### config.mk
export PLATFORM = sky130hd
export DESIGN_NAME = wb_queue
export DESIGN_NICKNAME = d
export VERILOG_FILES = /design/src/rtl/wb_queue.sv
export SDC_FILE = /design/constraint.sdc
export NUM_CORES = 1
export LEC_CHECK = 0
export ABC_CLOCK_PERIOD_IN_PS = 2800
export CORE_AREA = 4 4 146 204
export CTS_BUF_LIST = sky130_fd_sc_hd__clkbuf_8
export DETAILED_ROUTE_END_ITERATION = 6
export DIE_AREA = 0 0 150 208
export MAX_ROUTING_LAYER = met4
export SYNTH_ARGS = -nofsm -noshare
export SYNTH_HDL_FRONTEND = slang
export SYNTH_SLANG_ARGS = --single-unit
### constraint.sdc
create_clock -name clk -period 2.8 [get_ports clk]
set_input_delay 0.56 -clock clk [delete_from_list [all_inputs] [get_ports clk]]
set_output_delay 0.56 -clock clk [all_outputs]
set_load 0.01 [all_outputs]
### src/rtl/wb_queue.sv
// Register-file write-back arbiter: single-cycle ALU results take priority over a
// small FIFO of LSU results, with a starvation counter that lets the FIFO head preempt.
module wb_queue #(
  parameter int DEPTH        = 4,
  parameter int STARVE_LIMIT = 8
) (
  input  logic        clk,
  input  logic        rst,
  input  logic        flush,
  input  logic        alu_valid,
  input  logic [4:0]  alu_waddr,
  input  logic [31:0] alu_wdata,
  output logic        alu_stall,
  input  logic        lsu_valid,
  output logic        lsu_ready,
  input  logic [4:0]  lsu_waddr,
  input  logic [31:0] lsu_wdata,
  output logic        we,
  output logic [4:0]  waddr,
  output logic [31:0] wdata,
  input  logic [4:0]  q_addr1,
  input  logic [4:0]  q_addr2,
  output logic        q_hit1,
  output logic        q_hit2
);

  localparam int PTR_W = (DEPTH > 1) ? $clog2(DEPTH) : 1;
  localparam int CNT_W = PTR_W + 1;
  localparam int SW    = ($clog2(STARVE_LIMIT + 1) > 3) ? $clog2(STARVE_LIMIT + 1) : 3;

  // Handshake: an LSU result transfers on a cycle where lsu_valid && lsu_ready at posedge;
  // lsu_ready never depends on lsu_valid or on a same-cycle pop. The ALU side has no
  // ready: alu_stall tells upstream to re-present the same result next cycle.

  logic [4:0]       mem_addr_q [DEPTH];
  logic [31:0]      mem_data_q [DEPTH];
  logic [PTR_W-1:0] rd_ptr_q, rd_ptr_d;
  logic [PTR_W-1:0] wr_ptr_q, wr_ptr_d;
  logic [CNT_W-1:0] count_q, count_d;
  logic [SW-1:0]    starve_cnt_q, starve_cnt_d;
  logic             we_q, we_d;
  logic [4:0]       waddr_q, waddr_d;
  logic [31:0]      wdata_q, wdata_d;

  logic fifo_empty, starve_active, grant_alu, grant_fifo, push;

  always_comb begin
    fifo_empty    = (count_q == '0);
    starve_active = (starve_cnt_q == SW'(STARVE_LIMIT)) && !fifo_empty;
    lsu_ready     = (count_q < CNT_W'(DEPTH)) && !flush && !rst;
    alu_stall     = alu_valid && starve_active && !flush && !rst;
    grant_alu     = alu_valid && !starve_active && !flush && !rst;
    grant_fifo    = !fifo_empty && (!alu_valid || starve_active) && !flush && !rst;
    // Writes to r0 complete the handshake but are never stored.
    push          = lsu_valid && lsu_ready && (lsu_waddr != 5'd0);
  end

  always_comb begin
    rd_ptr_d     = rd_ptr_q;
    wr_ptr_d     = wr_ptr_q;
    count_d      = count_q;
    starve_cnt_d = starve_cnt_q;
    we_d         = 1'b0;
    waddr_d      = waddr_q;
    wdata_d      = wdata_q;
    if (flush) begin
      rd_ptr_d     = '0;
      wr_ptr_d     = '0;
      count_d      = '0;
      starve_cnt_d = '0;
    end else begin
      if (grant_alu) begin
        we_d    = (alu_waddr != 5'd0);
        waddr_d = alu_waddr;
        wdata_d = alu_wdata;
      end else if (grant_fifo) begin
        we_d    = 1'b1;
        waddr_d = mem_addr_q[rd_ptr_q];
        wdata_d = mem_data_q[rd_ptr_q];
      end
      if (grant_fifo || fifo_empty) begin
        starve_cnt_d = '0;
      end else if (grant_alu && (starve_cnt_q != SW'(STARVE_LIMIT))) begin
        starve_cnt_d = starve_cnt_q + SW'(1);
      end
      if (grant_fifo) rd_ptr_d = rd_ptr_q + PTR_W'(1);
      if (push)       wr_ptr_d = wr_ptr_q + PTR_W'(1);
      count_d = count_q + CNT_W'(push) - CNT_W'(grant_fifo);
    end
  end

  always_ff @(posedge clk) begin
    if (rst) begin
      rd_ptr_q     <= '0;
      wr_ptr_q     <= '0;
      count_q      <= '0;
      starve_cnt_q <= '0;
      we_q         <= 1'b0;
      waddr_q      <= '0;
      wdata_q      <= '0;
    end else begin
      rd_ptr_q     <= rd_ptr_d;
      wr_ptr_q     <= wr_ptr_d;
      count_q      <= count_d;
      starve_cnt_q <= starve_cnt_d;
      we_q         <= we_d;
      waddr_q      <= waddr_d;
      wdata_q      <= wdata_d;
    end
  end

  always_ff @(posedge clk) begin
    if (push) begin
      mem_addr_q[wr_ptr_q] <= lsu_waddr;
      mem_data_q[wr_ptr_q] <= lsu_wdata;
    end
  end

  // An entry is live when its distance from the read pointer (mod DEPTH) is below count.
  always_comb begin
    logic [PTR_W-1:0] off;
    q_hit1 = 1'b0;
    q_hit2 = 1'b0;
    for (int i = 0; i < DEPTH; i++) begin
      off = PTR_W'(i) - rd_ptr_q;
      if ({1'b0, off} < count_q) begin
        if ((q_addr1 != 5'd0) && (mem_addr_q[i] == q_addr1)) q_hit1 = 1'b1;
        if ((q_addr2 != 5'd0) && (mem_addr_q[i] == q_addr2)) q_hit2 = 1'b1;
      end
    end
  end

  assign we    = we_q;
  assign waddr = waddr_q;
  assign wdata = wdata_q;

endmodule

==> results of run 1 <==
state kept, by name, indices dropped and copies added (netlist names), named ones only:
| name | count |
|---|---|
| mem_data_q | 128 |
| wr_ptr_q | 2 |
| waddr | 5 |
| mem_addr_q | 20 |
| wdata | 32 |
| count_q | 3 |
| starve_cnt_q | 4 |
| rd_ptr_q | 2 |
| we | 1 |
cells in the final DEF, fill, tap and decap left out, types with 17 or more instances in the layout:
cell	Yosys	layout
edfxtp_1	148	148
mux4_2	37	37
nor2_1	53	52
xor2_1	17	17
dfxtp_1	51	46
a211oi_1	29	29
clkdlybuf4s50_1	0	126
nand2_1	36	36
buf_4	1	33
clkbuf_8	0	20
a21oi_1	36	36
xnor2_1	31	30
kinds of logic (layout without fill, tap and decap cells):
logic type / Yosys count / count (layout) / synth area share
adders and majority gates: 13 / 13 / 0.0205
buffers and inverters: 50 / 216 / 0.0289
xor gates and xnor gates: 48 / 48 / 0.0506
AOI/OAI and AO/OA: 84 / 84 / 0.0716
muxes: 38 / 38 / 0.102
and+or+nand+nor: 127 / 127 / 0.0686
DFF: 199 / 199 / 0.658
critical path, cell delays in order (launching register included):
cell and delay (ps):
dfxtp_2 350, xnor2_2 160, inv_1 60, ha_1 260
nand2b_1 120, o22ai_4 100, nor4_2 280, nor4_1 70
a21oi_1 170, buf_2 170
path summary, 6_finish.rpt:
check | from | end | slack, ps | cells past startpoint
min reg2reg | starve_cnt_q[0] | starve_cnt_q[0] | 470 | 1
min | starve_cnt_q[0] | starve_cnt_q[0] | 470 | 1
max reg2reg | starve_cnt_q[0] | count_q[1] | 520 | 9
max | rd_ptr_q[0] | q_hit1 | 50 | 9
where the power goes:
group	leakage [uW]	total, uW	internal, uW	switching (uW)
clock network	0.000245	2110	1140	975
logic	0.00150	452	256	196
registers	0.00176	3230	3210	23.4
cell type report:
type | count | area, sq um
fillers | 2707 | 17300
clock inverters | 12 | 196
clock buffers | 20 | 275
well taps | 375 | 469
flip-flops and latches | 199 | 5470
multi-input cells | 310 | 2700
repair buffers | 171 | 1690
inverters | 13 | 48.8
layer usage:
layer	part of all wire	up-vias	routed length [microns]
met3	0.043	31	878
met5	0	-	0
met4	0.026	0	531
met2	0.54	108	11100
met1	0.39	2567	7950
li1	-	2403	-
through the flow:
step                TNS, ps  std cells
floorplan                 0        559
global placement      -8530       1068
detailed placement    -8010       1068
CTS                       0       1100
global route           -265       1100
finish                    0       1100
repair_timing:
action / 4_1_cts / 5_1_grt
setup endpoints to repair: 4 / 2
pin swaps: 5 / 3
gates resized for setup: 15 / 10
cloned: 0 / 0
buffers inserted: 0 / 0
==> reports/metrics.yaml, run 1 <==
place:
  place_area_sq_mm: 0.0103
  hpwl_mm: 14.2
  place.port_buffers: 130
  preCtsSetupSlack_ps: -354
  routabilityCongestion: 0.809
sta:
  hold_violations: 0
  setup_violations: 0
  finalCritPeriodShare: 0.984
  drv_slew: 0
  layout_min_cycle_time_ps: 2750
  worstMarginPinSlew_ps: 632
  clock.fmax_ghz: 0.363
  rsz0062_at_grt: "true"
  fin_ws_ps: 45.3
  timing.hold.ws_ps: 471
  fin_skew_ps: 13.1
  slew_headroom: 0.579
worst_setup_path:
  crit_required_ps: 2240
  start_kind: "flop"
  crit_type: "reg -> out"
  crit_arrival_ps: 2190
  endpoint_kind: "primary output"
  cp_max_fo: 2
finish:
  final_nets: 814
  n_antenna_cell: 0
  drive_gt1_frac: 0.197
  fin_util: 0.386
  design_area_sq_mm: 0.0109
  area_growth_syn_to_layout_pct: 30.7
routing:
  dr.pass1.iters: 4
  viasPerCell: 4.64
  finalWirelength_mm: 20.5
  ant_nets: 0
  post-route-drc-count: 0
  wl_per_cell_microns: 18.6
  drt_iter0_drc: 318
  vias: 5109
synth:
  synth_top_area_frac: 0.535
  synthArstFlopShare: 0
  synth_ff_type: "edfxtp_1"
  postSynthCellCount: 559
  synthTopCellsByCount: "edfxtp_1 (148), nor2_1 (53), dfxtp_1 (51), mux4_2 (37)"
  syn_area_per_cell_sq_um: 14.9
  ys_types: 41
  yosys.area.top_type: "edfxtp_1"
  yosysMostFrequentCell: "edfxtp_1"
  yosysSeqAreaShare: 0.658
  synth_warnings: 0
  synthesis.area_sq_mm: 0.00830
  synthTopCellsByArea: "edfxtp_1 (54%), dfxtp_1 (12%), mux4_2 (10%), xnor2_1 (3.3%), a211oi_1 (2.6%)"
  synth_edf_count: 148
  synth_nets: 661
  ys_seq_elements: 199
clock_tree:
  max-clock-path-buffers: 2
  cts_hold_buf: 0
  h-tree-depth: 4
  numCtsBuffers: 17
  cts_root_buffer: "clkbuf_8"
  clk_pin_slew_ps: 100
  cts_tree: "yes"
  cts.sinks: 199
  worstSkewPairLatency_ps: 470
grt:
  antenna_found_initial: 0
  track_usage: 0.140
  grt_pass1_wl_mm: 32.0
  grt_overflow: 0
  grt-busiest-layer: "met2"
  grt_pass1_vias: 5668
  met1_usage: 0.154
  grt_max_degree: 39
  grt_util_met3: 0.0307
  grt_use_met2: 0.245
pwr:
  finalPower_uw: 5800
  power_density_mw_per_mm2: 534
  power.leakage_uw: 0.00350
  ir_worst_vdd_mv: 0.259
job:
  drv_cap: 0
floorplan:
  die_w_microns: 150
  start_util: 0.295
  dieArea_sq_mm: 0.0312
  fp-row-count: 73
  num_io_pins: 131
  core_area_sq_mm: 0.0281
  die_h_microns: 208
status:
  status: "finished clean"
min_path:
  hold_class: "reg -> reg"
No activity file was read; power rests on OpenSTA's default activity.
==> run 2: changes to the inputs <==
--- a/config.mk
+++ b/config.mk
@@ -8,6 +8,7 @@
 export ABC_CLOCK_PERIOD_IN_PS = 2800
 export CORE_AREA = 4 4 146 204
 export CTS_BUF_LIST = sky130_fd_sc_hd__clkbuf_8
+export CTS_CLUSTER_SIZE = 16
 export DETAILED_ROUTE_END_ITERATION = 6
 export DIE_AREA = 0 0 150 208
 export MAX_ROUTING_LAYER = met4
==> results of run 2 <==
The final DEF is identical to that of run 1; final timing and power are the same.
==> run 3: changes to the inputs <==
--- a/config.mk
+++ b/config.mk
@@ -6,12 +6,13 @@
 export NUM_CORES = 1
 export LEC_CHECK = 0
 export ABC_CLOCK_PERIOD_IN_PS = 2800
-export CORE_AREA = 4 4 146 204
+export CORE_AREA = 4 4 114 160
 export CTS_BUF_LIST = sky130_fd_sc_hd__clkbuf_8
 export CTS_CLUSTER_SIZE = 16
 export DETAILED_ROUTE_END_ITERATION = 6
-export DIE_AREA = 0 0 150 208
+export DIE_AREA = 0 0 118 164
 export MAX_ROUTING_LAYER = met4
+export PLACE_DENSITY = 0.77
 export SYNTH_ARGS = -nofsm -noshare
 export SYNTH_HDL_FRONTEND = slang
 export SYNTH_SLANG_ARGS = --single-unit
==> run 3 against run 2 <==
Maximum frequency down 0.19%. Largest cell class unchanged. First-iteration DRC count down 13%. Flip-flop and latch count stayed put. Critical endpoint is now q_hit2.
==> reports/metrics.yaml, run 3 (synthesis gave the netlist of run 1 again) <==
pwr:
  sequentialPowerShare: 0.602
  p_sw_uw: 1250
  swShare: 0.234
  ir_worst_vdd_mv: 0.407
  p_int_uw: 4120
  power.leakage_uw: 0.00344
  p_comb_frac: 0.083
  clkPwrFrac: 0.315
  power_density_mw_per_mm2: 508
worst_setup_path:
  crit_type: "reg -> out"
  cp.depth: 9
  path_delay_family: "simple AND/OR/NAND/NOR gates"
  r2r.worst_path.cells: 9
  cp_max_fo: 3
  rrSetupSlack_ps: 470
  crit_required_ps: 2240
  start_kind: "flop"
  cp_num_buf_inv: 2
  cp_slowest_stage_delay_ps: 390
  endpoint_kind: "primary output"
  critical_path.cell_chain: "xnor2_4, inv_2, ha_4, nand2b_4, o22ai_4, nor4_2, nor4_1, a21oi_1, buf_2"
  crit_arrival_ps: 2200
  critPathSlowestCell: "dfxtp_4"
place:
  place.port_buffers: 130
  hpwl_mm: 13.8
  routabilityCongestion: 0.821
  place_area_sq_mm: 0.0101
  preCtsSetupSlack_ps: -340
clock_tree:
  cts.sinks: 199
  cts_root_buffer: "clkbuf_8"
  worstSkewPairLatency_ps: 470
  h-tree-depth: 4
  cts_hold_buf: 0
  numCtsBuffers: 17
  clk_pin_slew_ps: 100
  cts_tree: "yes"
  max-clock-path-buffers: 2
finish:
  final_nets: 811
  n_antenna_cell: 0
  final_common_cell: "edfxtp_1"
  n_fill_cell: 1264
  regArea_sq_mm: 0.00547
  fin_util: 0.634
  largest-register: "mem_data_q"
  multi_input_area_sq_mm: 0.00275
  largest_reg_flops: 128
  design_area_sq_mm: 0.0106
  drive_gt1_frac: 0.204
  layout_common_cells: "edfxtp_1 (148), clkdlybuf4s50_1 (126), nor2_1 (53), dfxtp_1 (46), mux4_2 (37)"
  area_growth_syn_to_layout_pct: 27.4
sta:
  tns_ps: 0
  clock.fmax_ghz: 0.362
  setup_violations: 0
  rsz0062_at_grt: "true"
  timing.hold.ws_ps: 504
  layout_min_cycle_time_ps: 2760
  slew_headroom: 0.271
  fin_ws_ps: 40.0
  worstMarginPinSlew_ps: 1090
  hold_violations: 0
  fin_skew_ps: 8.82
  finalCritPeriodShare: 0.986
  drv_slew: 0
grt:
  grt_pass1_wl_mm: 30.2
  track_usage: 0.212
  grt_overflow: 0
  antenna_found_initial: 0
  grt_pass1_vias: 5673
  grt_max_degree: 39
floorplan:
  core_area_sq_mm: 0.0167
  dieArea_sq_mm: 0.0194
  num_io_pins: 131
  start_util: 0.498
  die_w_microns: 118
  fp-row-count: 56
  die_h_microns: 164
routing:
  viasPerCell: 5.61
  drt_iter0_drc: 277
  post-route-drc-count: 0
  vias: 5193
  wl_per_cell_microns: 20.7
  finalWirelength_mm: 19.2
  dr.pass1.iters: 4
  ant_nets: 0
min_path:
  hold_class: "reg -> reg"
  holdPathStages: 1
job:
  drv_cap: 0
status:
  status: "finished clean"
[run 3: routing by layer]
layer,up-vias,track usage,wire length (microns)
met1,2598,0.229,7310
met5,-,-,0
met4,0,0.0816,514
met3,34,0.0458,948
met2,156,0.382,10400
li1,2405,-,-
[run 3: what timing repair did]
action | 4_1_cts | 5_1_grt
pin swaps | 6 | 8
setup buffers | 0 | 0
resized for setup | 17 | 19
setup endpoints to repair | 3 | 2
[run 3: power groups by stage]
stage | sequential, uW | clock [uW] | combinational (uW)
after floorplan | 3310 | 0 | 156
after global placement | 3300 | 0 | 430
after detailed placement | 3300 | 0 | 441
after CTS | 3240 | 1740 | 445
after global routing | 3240 | 1860 | 479
final | 3240 | 1690 | 445
[run 3: final timing paths]
kind	start	end
max	rd_ptr_q[1]	q_hit2
min	starve_cnt_q[0]	starve_cnt_q[0]
max reg2reg	starve_cnt_q[0]	count_q[1]
min reg2reg	starve_cnt_q[0]	starve_cnt_q[0]
[run 3: per-stage QoR]
step           power, uW  instances
6_report            5370        925
2_1_floorplan       3470        559
3_3_place_gp        3730        893
5_1_grt             5580        925
4_1_cts             5420        925
3_5_place_dp        3740        893
[run 3: area by class of cell]
type / count / area share
sequential: 199 / 0.518
multi-input combinational: 310 / 0.260
timing repair buffer: 168 / 0.159
tap: 203 / 0.0240
clock buffer: 17 / 0.0221
clock inverter: 15 / 0.0128
inverter: 13 / 0.00485
